### src/rtl/xbar_commutation_matrix_pkg.sv
// Shared types and helpers for the crossbar commutation matrix.
// Bus structs use the package widths, so the top-level width parameters must match them.
package xbar_pkg;

  localparam int ADDR_WIDTH = 32;
  localparam int DATA_WIDTH = 32;
  localparam int MAX_PORTS  = 64;

  typedef struct packed {
    logic                  req;
    logic [ADDR_WIDTH-1:0] addr;
    logic                  cmd;
    logic [DATA_WIDTH-1:0] wdata;
  } m2s_t;

  typedef struct packed {
    logic                  ack;
    logic                  resp;
    logic [DATA_WIDTH-1:0] rdata;
    logic                  err;
  } s2m_t;

  typedef enum logic [1:0] {
    ST_IDLE,
    ST_WAIT_ACK,
    ST_WAIT_RESP,
    ST_ABORT
  } slave_state_t;

  // Multiple grants in one row resolve to the lowest index.
  function automatic int unsigned lowest_set_idx(input logic [MAX_PORTS-1:0] vec);
    int unsigned idx;
    idx = 0;
    for (int i = MAX_PORTS - 1; i >= 0; i--) begin
      if (vec[i]) idx = unsigned'(i);
    end
    return idx;
  endfunction

endpackage

### src/rtl/xbar_commutation_matrix_slave_port.sv
// One slave port: session FSM, latched owner, timeout watchdog and request mux.
// The owner is only sampled from the grant row while idle and is held for the rest of the session.
module xbar_slave_port
  import xbar_pkg::*;
#(
  parameter int N_MASTERS      = 4,
  parameter int TIMEOUT_CYCLES = 256,
  parameter int CNT_WIDTH      = 9,
  parameter int IDX_WIDTH      = 2
) (
  input  logic                 clk,
  input  logic                 rst_n,
  input  logic [N_MASTERS-1:0] grant_row,
  input  m2s_t                 m_bus [N_MASTERS],
  input  logic                 s_ack,
  input  logic                 s_resp,
  output m2s_t                 s_bus,
  output logic [IDX_WIDTH-1:0] owner,
  output slave_state_t         state,
  output logic                 owner_live,
  output logic                 finished,
  output logic                 timeout,
  output logic                 busy
);

  localparam int LAST_INT = (TIMEOUT_CYCLES > 0) ? TIMEOUT_CYCLES - 1 : 0;
  localparam logic [CNT_WIDTH-1:0] CNT_LAST = CNT_WIDTH'(LAST_INT);

  slave_state_t         state_reg, state_next;
  logic [IDX_WIDTH-1:0] owner_reg, owner_next;
  logic [CNT_WIDTH-1:0] cnt_reg, cnt_next, cnt_inc;
  logic                 finished_reg, finished_next;
  logic                 timeout_reg, timeout_next;
  logic [IDX_WIDTH-1:0] live_idx;
  logic                 row_any;
  logic                 expired;

  assign row_any  = |grant_row;
  assign live_idx = IDX_WIDTH'(lowest_set_idx(MAX_PORTS'(grant_row)));
  assign cnt_inc  = (cnt_reg == '1) ? cnt_reg : cnt_reg + 1'b1;
  assign expired  = (TIMEOUT_CYCLES != 0) && (cnt_reg == CNT_LAST);

  always_comb begin
    state_next    = state_reg;
    owner_next    = owner_reg;
    cnt_next      = cnt_reg;
    finished_next = 1'b0;
    timeout_next  = 1'b0;
    case (state_reg)
      ST_IDLE: begin
        if (row_any) begin
          state_next = ST_WAIT_ACK;
          owner_next = live_idx;
          cnt_next   = '0;
        end
      end
      ST_WAIT_ACK: begin
        cnt_next = cnt_inc;
        if (s_ack && s_resp) begin
          state_next    = ST_IDLE;
          finished_next = 1'b1;
          cnt_next      = '0;
        end else if (s_ack) begin
          state_next = ST_WAIT_RESP;
          cnt_next   = '0;
        end else if (expired) begin
          state_next = ST_ABORT;
          cnt_next   = '0;
        end
      end
      ST_WAIT_RESP: begin
        cnt_next = cnt_inc;
        // A response arriving on the expiry cycle still completes normally.
        if (s_resp) begin
          state_next    = ST_IDLE;
          finished_next = 1'b1;
          cnt_next      = '0;
        end else if (expired) begin
          state_next = ST_ABORT;
          cnt_next   = '0;
        end
      end
      default: begin
        state_next    = ST_IDLE;
        finished_next = 1'b1;
        timeout_next  = 1'b1;
        cnt_next      = '0;
      end
    endcase
  end

  always_ff @(posedge clk) begin
    if (!rst_n) begin
      state_reg    <= ST_IDLE;
      owner_reg    <= '0;
      cnt_reg      <= '0;
      finished_reg <= 1'b0;
      timeout_reg  <= 1'b0;
    end else begin
      state_reg    <= state_next;
      owner_reg    <= owner_next;
      cnt_reg      <= cnt_next;
      finished_reg <= finished_next;
      timeout_reg  <= timeout_next;
    end
  end

  assign owner      = (state_reg == ST_IDLE) ? live_idx : owner_reg;
  assign owner_live = ((state_reg == ST_IDLE) && row_any) ||
                      (state_reg == ST_WAIT_ACK) || (state_reg == ST_WAIT_RESP);
  assign s_bus      = owner_live ? m_bus[owner] : '0;
  assign state      = state_reg;
  assign busy       = (state_reg != ST_IDLE);
  assign finished   = finished_reg;
  assign timeout    = timeout_reg;

endmodule

### src/rtl/xbar_commutation_matrix.sv
// N-master x M-slave commutation matrix: per-slave session ports plus master-side return muxes.
// An aborting slave overrides any normal return path to the same master.
module xbar_commutation_matrix #(
  parameter int N_MASTERS      = 4,
  parameter int N_SLAVES       = 4,
  parameter int ADDR_WIDTH     = 32,
  parameter int DATA_WIDTH     = 32,
  parameter int TIMEOUT_CYCLES = 256,
  parameter int CNT_WIDTH      = (TIMEOUT_CYCLES > 0) ? $clog2(TIMEOUT_CYCLES + 1) : 1
) (
  input  logic                             clk,
  input  logic                             rst_n,
  input  logic [N_SLAVES*N_MASTERS-1:0]    granted_matrix,
  input  logic [N_MASTERS-1:0]             m_req,
  input  logic [N_MASTERS*ADDR_WIDTH-1:0]  m_addr,
  input  logic [N_MASTERS-1:0]             m_cmd,
  input  logic [N_MASTERS*DATA_WIDTH-1:0]  m_wdata,
  output logic [N_MASTERS-1:0]             m_ack,
  output logic [N_MASTERS-1:0]             m_resp,
  output logic [N_MASTERS*DATA_WIDTH-1:0]  m_rdata,
  output logic [N_MASTERS-1:0]             m_err,
  output logic [N_SLAVES-1:0]              s_req,
  output logic [N_SLAVES*ADDR_WIDTH-1:0]   s_addr,
  output logic [N_SLAVES-1:0]              s_cmd,
  output logic [N_SLAVES*DATA_WIDTH-1:0]   s_wdata,
  input  logic [N_SLAVES-1:0]              s_ack,
  input  logic [N_SLAVES-1:0]              s_resp,
  input  logic [N_SLAVES*DATA_WIDTH-1:0]   s_rdata,
  output logic [N_SLAVES-1:0]              session_is_finished,
  output logic [N_SLAVES-1:0]              session_timeout,
  output logic [N_SLAVES-1:0]              slave_busy
);

  import xbar_pkg::*;

  localparam int IDX_WIDTH = (N_MASTERS > 1) ? $clog2(N_MASTERS) : 1;

  m2s_t                 m_bus       [N_MASTERS];
  m2s_t                 s_bus       [N_SLAVES];
  s2m_t                 m_rsp       [N_MASTERS];
  logic [IDX_WIDTH-1:0] owner       [N_SLAVES];
  slave_state_t         slave_state [N_SLAVES];
  logic [N_SLAVES-1:0]  owner_live;

  genvar gi;
  generate
    for (gi = 0; gi < N_MASTERS; gi++) begin : g_master
      assign m_bus[gi] = '{req:   m_req[gi],
                           addr:  m_addr[gi*ADDR_WIDTH +: ADDR_WIDTH],
                           cmd:   m_cmd[gi],
                           wdata: m_wdata[gi*DATA_WIDTH +: DATA_WIDTH]};
      assign m_ack[gi]                           = m_rsp[gi].ack;
      assign m_resp[gi]                          = m_rsp[gi].resp;
      assign m_rdata[gi*DATA_WIDTH +: DATA_WIDTH] = m_rsp[gi].rdata;
      assign m_err[gi]                           = m_rsp[gi].err;
    end

    for (gi = 0; gi < N_SLAVES; gi++) begin : g_slave
      xbar_slave_port #(
        .N_MASTERS      (N_MASTERS),
        .TIMEOUT_CYCLES (TIMEOUT_CYCLES),
        .CNT_WIDTH      (CNT_WIDTH),
        .IDX_WIDTH      (IDX_WIDTH)
      ) u_port (
        .clk        (clk),
        .rst_n      (rst_n),
        .grant_row  (granted_matrix[gi*N_MASTERS +: N_MASTERS]),
        .m_bus      (m_bus),
        .s_ack      (s_ack[gi]),
        .s_resp     (s_resp[gi]),
        .s_bus      (s_bus[gi]),
        .owner      (owner[gi]),
        .state      (slave_state[gi]),
        .owner_live (owner_live[gi]),
        .finished   (session_is_finished[gi]),
        .timeout    (session_timeout[gi]),
        .busy       (slave_busy[gi])
      );
      assign s_req[gi]                           = s_bus[gi].req;
      assign s_addr[gi*ADDR_WIDTH +: ADDR_WIDTH] = s_bus[gi].addr;
      assign s_cmd[gi]                           = s_bus[gi].cmd;
      assign s_wdata[gi*DATA_WIDTH +: DATA_WIDTH] = s_bus[gi].wdata;
    end
  endgenerate

  always_comb begin
    for (int i = 0; i < N_MASTERS; i++) begin
      m_rsp[i] = '0;
      // Descending scan so the lowest-index owning slave wins.
      for (int s = N_SLAVES - 1; s >= 0; s--) begin
        if (owner_live[s] && (owner[s] == IDX_WIDTH'(i))) begin
          m_rsp[i].ack   = s_ack[s];
          m_rsp[i].resp  = s_resp[s];
          m_rsp[i].rdata = s_rdata[s*DATA_WIDTH +: DATA_WIDTH];
        end
      end
      for (int s = 0; s < N_SLAVES; s++) begin
        if ((slave_state[s] == ST_ABORT) && (owner[s] == IDX_WIDTH'(i))) begin
          m_rsp[i]      = '0;
          m_rsp[i].resp = 1'b1;
          m_rsp[i].err  = 1'b1;
        end
      end
    end
  end

endmodule

### config.mk
export PLATFORM = sky130hd
export DESIGN_NAME = xbar_commutation_matrix
export DESIGN_NICKNAME = d
export VERILOG_FILES = /design/src/rtl/xbar_commutation_matrix_pkg.sv /design/src/rtl/xbar_commutation_matrix_slave_port.sv /design/src/rtl/xbar_commutation_matrix.sv
export SDC_FILE = /design/constraint.sdc
export NUM_CORES = 1
export LEC_CHECK = 0
export BUFFER_PORTS_ARGS = -buffer_cell sky130_fd_sc_hd__buf_2
export CAP_MARGIN = 20
export CORE_AREA = 2 2 327 329
export DETAILED_ROUTE_END_ITERATION = 8
export DIE_AREA = 0 0 329 331
export GPL_ROUTABILITY_DRIVEN = 1
export PLACE_DENSITY = 0.43
export REMOVE_ABC_BUFFERS = 1
export SLEW_MARGIN = 40
export SYNTH_ARGS = -nofsm -noshare
export SYNTH_HDL_FRONTEND = slang
export SYNTH_SLANG_ARGS = --single-unit
### constraint.sdc
create_clock -name clk -period 5.1 [get_ports clk]
set_input_delay 0.255 -clock clk [delete_from_list [all_inputs] [get_ports clk]]
set_output_delay 0.255 -clock clk [all_outputs]
set_load 0.02 [all_outputs]
Word level (Yosys, flattened, before mapping):

Index checks and enable logic that the tools add are counted.

* register bits after elaboration: 60
* input port bits: 418
* output and inout bits: 416
* logic and storage cells: 276

* $add $sub $neg: 4
* $lt $le $gt $ge: 4
* equal/unequal tests: 36
* multiplexer cells: 136
* bitwise logic cells: 4
* reductions and logical operators: 72

Operators by type and width (number)
* 66-bit 2-to-1 mux: 12
* 35-bit 2-to-1 mux: 16
* 34-bit 2-to-1 mux: 16
* 66-bit binary-select mux with 2-bit select: 4
* 9-bit 2-to-1 mux: 24
* 9-bit case mux with 3 select lines: 4
* 2-bit 2-to-1 mux: 40
* 1-bit logical AND: 40
* 9-bit by 1-bit adder with 9-bit output (second input constant): 4
* 9-bit by 8-bit == test with 1-bit output (second input constant): 4
* 9-bit == test (second input constant): 4
* 2-bit == test (second input constant): 16
* 2-bit case mux with 3 select lines: 4
* 2-bit by 1-bit == test with 1-bit output (second input constant): 8
* 2-bit logical NOT: 8
* 4-bit OR reduction: 4
* 3-bit greater-or-equal comparator (second input constant): 4
* 1-bit 2-to-1 mux: 12
* 2-bit NOT with 3-bit output: 4
* 1-bit case mux with 3 select lines: 4
* 3-bit OR reduction: 4
* 1-bit logical OR: 8
* 2-bit by 1-bit inequality test with 1-bit output (second input constant): 4
* 2-bit AND reduction: 4
* 2-bit nonzero test: 4

Logic depth before layout (Yosys ltp):

* depth in word-level cells: 15
* gate-level depth with buffers: 12
* gate-level depth less buffers: 8

By module:

A second synthesis with hierarchy kept.

* cells, all modules: 2263
* area total of the unflattened synthesis: 17192.7 µm²

Modules (own cells, without submodules)
* xbar_slave_port (g_slave[0].u_port ...): instances 3, cells each 337, area an instance 2839.0 µm², sequential area each 300.3 µm²
* xbar_commutation_matrix: instances 1, cells each 913, area an instance 5803.1 µm², sequential area each 0.0 µm²
* xbar_slave_port (g_slave[3].u_port): instances 1, cells each 339, area an instance 2872.8 µm², sequential area each 300.3 µm²

Worst setup path after synthesis:

No wires, ideal clock.

* path kind: reg2out
* start point: register g_slave[2].u_port.state_reg[0]
* end point: output port s_addr[64]
* arrival time: 2495 ps
* data required time: 4845 ps
* setup slack: 2350 ps
* stages on the path, launching flop included: 10
* path buffers: 4
* cell sequence: dfxtp_1 > inv_1 > ha_1 > buf_2 > o221ai_1 > buf_2 > buf_2 > clkbuf_1 > nand2_1 > a311oi_1

* cells in the longest elaborated chain, start to end: 7
* elaborated cells between the ends (all ways): 12
* classes of those cells: eq/ne: 2; mux: 5; bitwise: 1; reduce/logical: 4

Ends and longest elaborated chain
* start, declared: RTL line xbar_commutation_matrix_slave_port.sv:29 `slave_state_t state_reg, state_next;`
* start signal, assigned: RTL line xbar_commutation_matrix_slave_port.sv:100 `state_reg <= state_next;`
* 2-bit logical NOT: RTL line xbar_commutation_matrix_slave_port.sv:108, xbar_commutation_matrix_slave_port.sv:109
* 2-bit 2-to-1 mux: RTL line xbar_commutation_matrix_slave_port.sv:108 `assign owner = (state_reg == ST_IDLE) ? live_idx : owner_reg;`
* 2-bit NOT with 3-bit output (not written as such): RTL line xbar_commutation_matrix_slave_port.sv:111 `assign s_bus = owner_live ? m_bus[owner] : '0;`
* 66-bit binary-select mux with 2-bit select: RTL line xbar_commutation_matrix_slave_port.sv:111
* 66-bit 2-to-1 mux (not written as such) (2 in series): RTL line xbar_commutation_matrix_slave_port.sv:111
* 66-bit 2-to-1 mux (*): RTL line xbar_commutation_matrix_slave_port.sv:111
* end, declared: RTL line xbar_commutation_matrix.sv:23 `output logic [N_SLAVES*ADDR_WIDTH-1:0] s_addr,`

Mark *: on every way between the ends. The rest lies on a longest branch, timed or not. The select of a mux whose other input is x is not followed.

Worst setup path in the final report:

* start point: register g_slave[2].u_port.state_reg[0]
* end point: output port m_rdata[13]

* cells in the longest elaborated chain, start to end: 12
* elaborated cells between the ends (all ways): 18
* classes of those cells: eq/ne: 3; mux: 8; reduce/logical: 7

Ends and longest elaborated chain
* 2-bit logical NOT: RTL line xbar_commutation_matrix_slave_port.sv:108, xbar_commutation_matrix_slave_port.sv:109
* 1-bit logical AND: RTL line xbar_commutation_matrix_slave_port.sv:109 `assign owner_live = ((state_reg == ST_IDLE) && row_any) ||`
* 1-bit logical OR: RTL line xbar_commutation_matrix_slave_port.sv:109
* 1-bit logical OR: RTL line xbar_commutation_matrix_slave_port.sv:110 `(state_reg == ST_WAIT_ACK) || (state_reg == ST_WAIT_RESP);`
* 1-bit logical AND: RTL line xbar_commutation_matrix.sv:91 `if (owner_live[s] && (owner[s] == IDX_WIDTH'(i))) begin`
* 34-bit 2-to-1 mux (3 in series): RTL line xbar_commutation_matrix.sv:91
* 35-bit 2-to-1 mux (2 in series): RTL line xbar_commutation_matrix.sv:98 `if ((slave_state[s] == ST_ABORT) && (owner[s] == IDX_WIDTH'(i))) begin`
* 35-bit 2-to-1 mux (*) (2 in series): RTL line xbar_commutation_matrix.sv:98
* end, declared: RTL line xbar_commutation_matrix.sv:20 `output logic [N_MASTERS*DATA_WIDTH-1:0] m_rdata,`

Mark *: on every way between the ends. The rest lies on a longest branch, timed or not.

==> results.toml <==
[drt]
wl_per_cell_um = 24.65
via_count = 25330
dr_wl_met3_mm = 10.37
ant_nets = 0
maxUsedRoutingLayer = "met5"
drtIter0Drc = 2266
wl_met1_mm = 45.82
dr.pass1.iters = 5
routed_wl_mm = 118.7
met2WireLength_mm = 58.09
drc = 0
viasPerCell = 5.261

[critical_path]
crit_path_start_kind = "flip-flop"
worstPathArrival_ns = 3.91
path_max_fanout = 36
path_class = "reg2out"
cp.required_ns = 4.85
end_kind = "primary output"

[synth]
synth.distinct_cells = 80
syn_area_per_cell_um2 = 6.115
syn_inst = 2787
ys_seq_area_frac = 0.07048
synth_edf_count = 0
ys.flop_type = "dfxtp_1"
ys_ff_latch = 60
yosys_warnings = 0
syn-cell-area_mm2 = 0.01704
async_flop_share = 0

[sta]
slew_headroom = 0.4231
slew_violations = 0
finalHoldViolations = 0
max_freq_mhz = 240.3
post-route-min-period_ns = 4.161
tightest_slew_ns = 0.8654
min_period_over_period = 0.8159
setup_viol = 0
timing.final.ws_setup_ns = 0.9387
whs_ns = 0.3072
clock_skew_ns = 0.01101
rsz0062_at_grt = "false"

[power]
power.share.switching = 0.5902
internal-power_uw = 2363
p_seq_frac = 0.085
power.density_mw_per_mm2 = 252.6
power.leakage_uw = 0.01004
p_comb_frac = 0.801
clkPwrFrac = 0.114
p_switching_uw = 3403
power_uw = 5766
ir_drop_v = 0.0001818

[cts]
hold_buffers = 0
clk_latency_ns = 0.36
cts_tree = "built"
cts_setup_buffers = 0
cts_buffers = 9
clk_pin_slew_ns = 0.06
htree_num_levels = 3
clk_path_buf_depth = 2
clockRootBuffer = "clkbuf_16"
clkSinkCount = 60
cts_resized = 0

[floorplan]
initial_utilization = 0.1623
die_w_um = 329
coreArea_mm2 = 0.1050
pin_count = 834
rows = 119
die_h_um = 331
die_area_mm2 = 0.1089

[hold_path]
hp-class = "in2reg"

[placement]
post-place-ws_ns = 1.323
hpwl_mm = 88.52
place_congestion = 0.9035
io_buffer_count = 833
place_inst = 4780

[layout]
nNetsFinal = 3839
instances_no_fill = 4814
fin_util = 0.2175
largest_reg_flops = 36
synthToLayoutAreaGrowth_pct = 33.96
drive_gt1_frac = 0.3145

[outcome]
status = "finished clean"

[grt]
grt_pass1_wl_mm = 166.3
grt.total_usage = 0.2019
grt_max_degree = 81
overflow = 0
grt_pass1_vias = 23500
antenna_found_initial = 44

[run]
maxCapViolCount = 0
-- cell type report --
type,instances,area (um2)
clock inverter,7,80.08
multi-input combinational,2371,14550
tap,1391,1740
inverter,61,229.0
timing repair buffer,897,4758
clock buffer,9,225.2
antenna,18,45.04
sequential,60,1201
fill,12060,82140
-- kinds of logic (layout without fill, tap and decap cells) --
| logic type | after synthesis | in the layout | share of synthesized area |
|---|---|---|---|
| fa+ha+maj | 21 | 21 | 0.01542 |
| mux | 71 | 71 | 0.09024 |
| compound gates | 640 | 640 | 0.2827 |
| flops | 60 | 60 | 0.07048 |
| simple gates | 1639 | 1639 | 0.4487 |
| other cells | 0 | 18 | 0 |
| buf+inv | 356 | 974 | 0.09251 |
-- critical path, cell delays in order, from the launching register on --
cell	delay, ns
dfxtp_1	0.41
inv_1	0.09
ha_1	0.42
nand2b_1	0.26
o221a_4	0.64
o32ai_2	0.26
nor2_2	0.23
o21ai_4	0.23
buf_4	0.30
o31ai_1	0.42
buf_2	0.25
-- synthesized netlist by cell type (all sizes together), types with 66 or more instances --
cell,n,area share
and2,75,0.028
a21oi,85,0.025
and3,140,0.051
o22ai,72,0.028
a221oi,69,0.036
nor2b,77,0.028
a311oi,99,0.051
o211ai,71,0.032
nand2,850,0.19
mux4,66,0.087
clkbuf,174,0.038
buf,121,0.041
nor2,112,0.025
a211oi,70,0.032
nand3,289,0.085
-- through the flow --
stage          setup TNS, ns  instance area, um2
6_report                   0               22830
5_1_grt                    0               22800
4_1_cts                    0               22770
3_5_place_dp               0               22460
3_3_place_gp               0               22370
2_1_floorplan        -807.14               15690
-- power groups by stage --
stage | Combinational (uW) | Clock [uW] | Sequential (uW)
6_report | 4620 | 658 | 492
5_1_grt | 4920 | 695 | 493
4_1_cts | 4630 | 673 | 492
3_5_place_dp | 4610 | 0 | 502
3_3_place_gp | 4590 | 0 | 502
2_1_floorplan | 2700 | 0 | 500
-- routing by layer --
layer  vias up  global-route usage
li1      11410                   -
met1     12250              0.2432
met3       247             0.04790
met5         -                   0
met4        46             0.06770
met2      1382              0.3507
-- cell usage in the layout, fill, tap and decap left out, types with 5 or more instances in the layout --
cell type	count
buf_2	833
nor3_1	14
nor2b_1	77
o21ai_4	7
a21oi_4	5
a22oi_1	5
nand2_1	848
o31ai_1	37
a311oi_1	97
a211oi_1	68
o221a_2	5
inv_1	58
diode_2	18
nand3_1	287
a31oi_1	8
and2_1	73
o21ai_0	38
buf_4	52
nand2b_1	14
dfxtp_1	60
a221oi_1	68
o311ai_1	30
o22ai_1	70
and3_1	138
buf_12	6
nor3_2	32
mux4_2	66
ha_1	21
nand4_1	6
a21oi_1	80
clkbuf_16	9
nor4_1	6
nor2_1	107
or3_1	12
o211ai_1	69
-- final timing paths --
kind / from / to / slack [ns] / cells after the start
max: g_slave[2].u_port.state[0] / m_rdata[13] / 0.94 / 10
min: granted_matrix[11] / g_slave[2].u_port.owner_reg[1] / 0.31 / 3
max reg2reg: g_slave[2].u_port.state[0] / g_slave[2].u_port.cnt_reg[3] / 2.22 / 8
min reg2reg: g_slave[1].u_port.cnt_reg[8] / g_slave[1].u_port.cnt_reg[8] / 0.45 / 2
Note: power is estimated with default switching activity, not from simulation.
